<file path="config.mk">
export PLATFORM = sky130hd
export DESIGN_NAME = ln_2to1_arb
export DESIGN_NICKNAME = d
export VERILOG_FILES = /design/src/rtl/ln_2to1_arb_pkg.sv /design/src/rtl/arb_rr2_pick.sv /design/src/rtl/ln_2to1_arb.sv
export SDC_FILE = /design/constraint.sdc
export NUM_CORES = 1
export LEC_CHECK = 0
export BUFFER_PORTS_ARGS = -buffer_cell sky130_fd_sc_hd__buf_2
export CORE_MARGIN = 1.5
export CORE_UTILIZATION = 25
export CTS_CLUSTER_DIAMETER = 150
export CTS_CLUSTER_SIZE = 30
export DETAILED_ROUTE_END_ITERATION = 6
export SLEW_MARGIN = 25
export SYNTH_ARGS = -nofsm -noshare
export SYNTH_HDL_FRONTEND = slang
export SYNTH_SLANG_ARGS = --single-unit
</file>
<file path="constraint.sdc">
create_clock -name i_clk -period 1.2 [get_ports i_clk]
set_input_delay 0.06 -clock i_clk [delete_from_list [all_inputs] [get_ports i_clk]]
set_output_delay 0.06 -clock i_clk [all_outputs]
set_load 0.01 [all_outputs]
</file>
<file path="src/rtl/ln_2to1_arb_pkg.sv">
// Shared definitions for the 2-to-1 line arbiter: default widths, on/off levels
// and the arbiter state encoding.
package ln_2to1_arb_pkg;

  localparam logic ON  = 1'b1;
  localparam logic OFF = 1'b0;

  localparam int ADDRESS_SIZE = 8;
  localparam int DATA_SIZE    = 16;

  // 2'd3 is unused and recovers to ARB_IDLE
  typedef enum logic [1:0] {
    ARB_IDLE  = 2'd0,
    ARB_SEND  = 2'd1,
    ARB_ACKUP = 2'd2
  } arb_state_e;

endpackage

</file>
<file path="src/rtl/arb_rr2_pick.sv">
// Combinational 2-way picker: a lone requester wins; on a tie the source not
// served last wins when fair, otherwise source 0 wins.
module arb_rr2_pick (
  input  logic [1:0] req,
  input  logic       last,
  input  logic       fair,
  output logic       valid,
  output logic       idx
);

  // Pick the winner from the request pair and the last-served index
  always_comb begin
    valid = |req;
    if (req == 2'b11) begin
      idx = fair ? ~last : 1'b0;
    end else begin
      idx = req[1];
    end
  end

endmodule

</file>
<file path="src/rtl/ln_2to1_arb.sv">
// Merges two 4-phase req/ack sources onto one downstream 4-phase channel,
// latching the winner's addr/dat at grant and finishing downstream before upstream.
module ln_2to1_arb
  import ln_2to1_arb_pkg::*;
#(
  parameter int ASZ  = ADDRESS_SIZE,
  parameter int DSZ  = DATA_SIZE,
  parameter bit FAIR = 1'b1
) (
  input  logic           i_clk,
  input  logic           i_rst_n,
  input  logic [ASZ-1:0] i_0_addr,
  input  logic [DSZ-1:0] i_0_dat,
  input  logic           i_0_req,
  output logic           o_0_ack,
  input  logic [ASZ-1:0] i_1_addr,
  input  logic [DSZ-1:0] i_1_dat,
  input  logic           i_1_req,
  output logic           o_1_ack,
  output logic [ASZ-1:0] o_addr,
  output logic [DSZ-1:0] o_dat,
  output logic           o_req,
  input  logic           i_ack,
  output logic           o_busy,
  output logic           o_gnt
);

  arb_state_e     state_q, state_d;
  logic [ASZ-1:0] addr_q, addr_d;
  logic [DSZ-1:0] dat_q, dat_d;
  logic           req_q, req_d;
  logic           ack0_q, ack0_d;
  logic           ack1_q, ack1_d;
  logic           busy_q, busy_d;
  logic           gnt_q, gnt_d;
  logic           last_q, last_d;
  logic           pick_valid_s;
  logic           pick_idx_s;
  logic           gnt_req_s;

  arb_rr2_pick u_pick (
    .req   ({i_1_req, i_0_req}),
    .last  (last_q),
    .fair  (FAIR),
    .valid (pick_valid_s),
    .idx   (pick_idx_s)
  );

  // Next-state and next-output logic for the grant / send / ack-up sequence
  always_comb begin
    state_d   = state_q;
    addr_d    = addr_q;
    dat_d     = dat_q;
    req_d     = req_q;
    ack0_d    = ack0_q;
    ack1_d    = ack1_q;
    gnt_d     = gnt_q;
    last_d    = last_q;
    gnt_req_s = gnt_q ? i_1_req : i_0_req;
    case (state_q)
      ARB_IDLE: begin
        // a still-high i_ack belongs to the previous transfer, so hold off
        if (!i_ack && pick_valid_s) begin
          state_d = ARB_SEND;
          gnt_d   = pick_idx_s;
          req_d   = ON;
          if (pick_idx_s) begin
            addr_d = i_1_addr;
            dat_d  = i_1_dat;
          end else begin
            addr_d = i_0_addr;
            dat_d  = i_0_dat;
          end
        end else begin
          state_d = ARB_IDLE;
        end
      end
      ARB_SEND: begin
        if (i_ack) begin
          state_d = ARB_ACKUP;
          req_d   = OFF;
          ack0_d  = ~gnt_q;
          ack1_d  = gnt_q;
        end else begin
          state_d = ARB_SEND;
        end
      end
      ARB_ACKUP: begin
        if (!gnt_req_s) begin
          state_d = ARB_IDLE;
          ack0_d  = OFF;
          ack1_d  = OFF;
          last_d  = gnt_q;
        end else begin
          state_d = ARB_ACKUP;
        end
      end
      default: begin
        state_d = ARB_IDLE;
        req_d   = OFF;
        ack0_d  = OFF;
        ack1_d  = OFF;
      end
    endcase
    busy_d = (state_d != ARB_IDLE);
  end

  // State and output registers
  always_ff @(posedge i_clk or negedge i_rst_n) begin
    if (!i_rst_n) begin
      state_q <= ARB_IDLE;
      addr_q  <= {ASZ{1'b0}};
      dat_q   <= {DSZ{1'b0}};
      req_q   <= OFF;
      ack0_q  <= OFF;
      ack1_q  <= OFF;
      busy_q  <= OFF;
      gnt_q   <= 1'b0;
      last_q  <= 1'b1;
    end else begin
      state_q <= state_d;
      addr_q  <= addr_d;
      dat_q   <= dat_d;
      req_q   <= req_d;
      ack0_q  <= ack0_d;
      ack1_q  <= ack1_d;
      busy_q  <= busy_d;
      gnt_q   <= gnt_d;
      last_q  <= last_d;
    end
  end

  assign o_addr  = addr_q;
  assign o_dat   = dat_q;
  assign o_req   = req_q;
  assign o_0_ack = ack0_q;
  assign o_1_ack = ack1_q;
  assign o_busy  = busy_q;
  assign o_gnt   = gnt_q;

endmodule

</file>
==> metrics.txt <==
Pleak 1.35 nW; Worst EP arrival 1.45 ns; drc violations 13; Fill cells 647; Hold Violations, Final 0; drt total wl 3.94 mm; cell count after synthesis around 160; Cell Area, Synth 0.00155 sq mm; IO Pins 82; wire length on met1 1.64 mm; area grow syn2layout 45.0%; aggregate global routing overflow 0; WHS 0.0110 ns; gpl congestion 0.742; CP Class reg2reg; Slew headroom 0.734; register area 803 sq um; worst-skew pair later-pin latency 0.28 ns; Via density 4.41; Die X 81.7 um; DIE AREA 0.00667 sq mm; Tot GR Track Use 0.123; CTS root buffer clkbuf_8; Setup Buffers After CTS 0; Synth cell types 23; critical path capture point type flip-flop; total power around 4.0 mW; r2r endpoint o_dat[1]; Via Count 1470; Die Ht 81.7 um; Syn Area/Cell 9.55 sq um; wire length on met3 433 um; vias in the first global route 1433; r2r setup slk -0.09 ns; RSZ-0062 raised after global routing true; Worst Tran Pin Value 0.399 ns; antenna viol nets, final 0; Syn Nets 215; input/output buffers 81; YS warnings 0; initial antenna violation count 0; antenna diode count 0; r2r worst-path depth 4; Non-Filler Instances 333; first-pass GRT wire length slightly above 6 mm; worst min-delay path class in2reg; startpoint types flip-flop; CP max FO 13; DP Wirelength 2.88 mm; Worst-path clk slew 0.07 ns; core area 0.00596 sq mm; wire per inst 11.8 um; row count 28; failing checks design-rule violations, negative setup slack; peak supply drop 721 uV; pwr dens 1790 mW/mm^2; CTS tree built; buffer depth of the longest clock path 2; CTS Buf Count 5; final period utilization 1.07; WP data required about 1.4 ns; Setup violations, final 25; fin. max-slew vios 0; Max Cap Viol 0; multi-input combinational cell area just over 400 sq um; Worst Hold End o_dat[11]; Starting Density 0.260; met2 routed WL 1.81 mm; sequential share of the synthesized area 0.518; r2r startpoint state_q[1]; largest net degree at the start of global routing 18; DRT iter0 DRCs 160; drt pass-1 iters 7; Post-DP Area 0.00207 sq mm; worst hold path cell count 3; placed cells 321; design area 0.00224 sq mm; minimum clock period roughly 1.3 ns; layout cells sized above 1 0.426; Num Clock Sinks 32; htree depth 2; Fmax 777 MHz; Final #Nets 310; setup ws final -0.0877 ns; beginning of the worst hold path i_1_dat[11]; #FFs+latches synth 32; Clock Skews 0.00915 ns; Placement Setup Slack -0.102 ns; top layer in use met4; outcome complete, but fails checks
-- cell usage in the layout, fill, tap and decap left out, drive strengths merged --
| master | count |
|---|---|
| a21o | 1 |
| a222oi | 24 |
| a31o | 1 |
| a32o | 1 |
| and3 | 2 |
| buf | 92 |
| clkbuf | 6 |
| clkinv | 2 |
| dfrtp | 31 |
| dfstp | 1 |
| dlygate4sd3 | 4 |
| inv | 73 |
| mux2i | 1 |
| nand2 | 5 |
| nand2b | 1 |
| nand3b | 1 |
| nor2 | 1 |
| nor3 | 3 |
| nor3b | 1 |
| o21ai | 5 |
| or2 | 1 |
| or2b | 1 |
-- report_power, final --
| group | switching [mW] | internal, mW |
|---|---|---|
| registers | 0.210 | 1.49 |
| clock network | 0.393 | 0.457 |
| logic | 0.739 | 0.738 |
| total | 1.34 | 2.68 |
-- synth_stat cells --
cell type / n / area (sq um)
inv_1: 73 / 274
dfrtp_1: 31 / 776
a222oi_1: 24 / 240
nand2_1: 5 / 18.8
o21ai_0: 4 / 20.0
buf_2: 3 / 15.0
buf_6: 3 / 33.8
and3_1: 2 / 12.5
buf_8: 2 / 30.0
nor3_1: 2 / 10.0
a21o_1: 1 / 7.51
a31o_2: 1 / 8.76
a32o_1: 1 / 10.0
dfstp_2: 1 / 26.3
mux2i_1: 1 / 10.0
nand2b_1: 1 / 6.26
nand3b_1: 1 / 7.51
nor2_1: 1 / 3.75
nor3_2: 1 / 10.0
nor3b_1: 1 / 7.51
o21ai_1: 1 / 5.00
or2_2: 1 / 6.26
or2b_2: 1 / 8.76
-- cell type report --
cell class | count | share of cell area
clock inverters | 2 | 0.00446
clock buffers | 6 | 0.0368
well taps | 75 | 0.0418
multi-input cells | 49 | 0.185
repair buffers | 96 | 0.253
inverters | 73 | 0.122
flip-flops and latches | 32 | 0.358
-- through the flow --
step | setup TNS, ns | utilization
2_1_floorplan | -1.19 | -
3_3_place_gp | -0.929 | 0.347
3_5_place_dp | -1.66 | 0.347
4_1_cts | -2.00 | 0.369
5_1_grt | -3.55 | 0.377
6_report | -1.41 | 0.377
-- kinds of logic after synthesis --
logic type	share of synthesized area
compound gates	0.188
buf+inv	0.228
flops	0.518
mux	0.00647
simple gates	0.0590
-- how the worst max path moves through the flow --
stage                     end  cells past startpoint       start  slack, ns
floorplan           o_addr[2]                      5  state_q[1]      -0.06
global placement    o_addr[5]                      4  state_q[1]      -0.06
detailed placement  o_dat[10]                      4  state_q[1]      -0.10
CTS                  o_dat[1]                      4  state_q[1]      -0.11
global route         o_dat[1]                      4  state_q[1]      -0.18
finish               o_dat[1]                      4  state_q[1]      -0.09
-- metal layers --
layer,global-route usage,up-vias
met5,0,-
met1,0.150,663
met2,0.205,85
met4,0.0458,0
met3,0.0344,8
li1,-,714
-- flip-flops by register name, summed over array words and instances (netlist names) --
| signal | flops |
|---|---|
| o_dat | 16 |
| o_addr | 8 |
| state_q | 2 |
| last_q | 1 |
| o_0_ack | 1 |
| o_1_ack | 1 |
| o_busy | 1 |
| o_gnt | 1 |
| o_req | 1 |
-- critical path: stages (launching register included) --
cell      delay [ns]
dfrtp_1         0.41
nor3_4          0.20
o21ai_2         0.10
buf_6           0.16
a222oi_1        0.30
-- timing repair --
item                       in CTS  in global routing
resized for setup               1                 14
pin swaps                       5                  6
hold endpoints to repair       18                  0
setup endpoints to repair      25                 27
hold buffers                    4                  0
(Power assumes the default switching activity.)
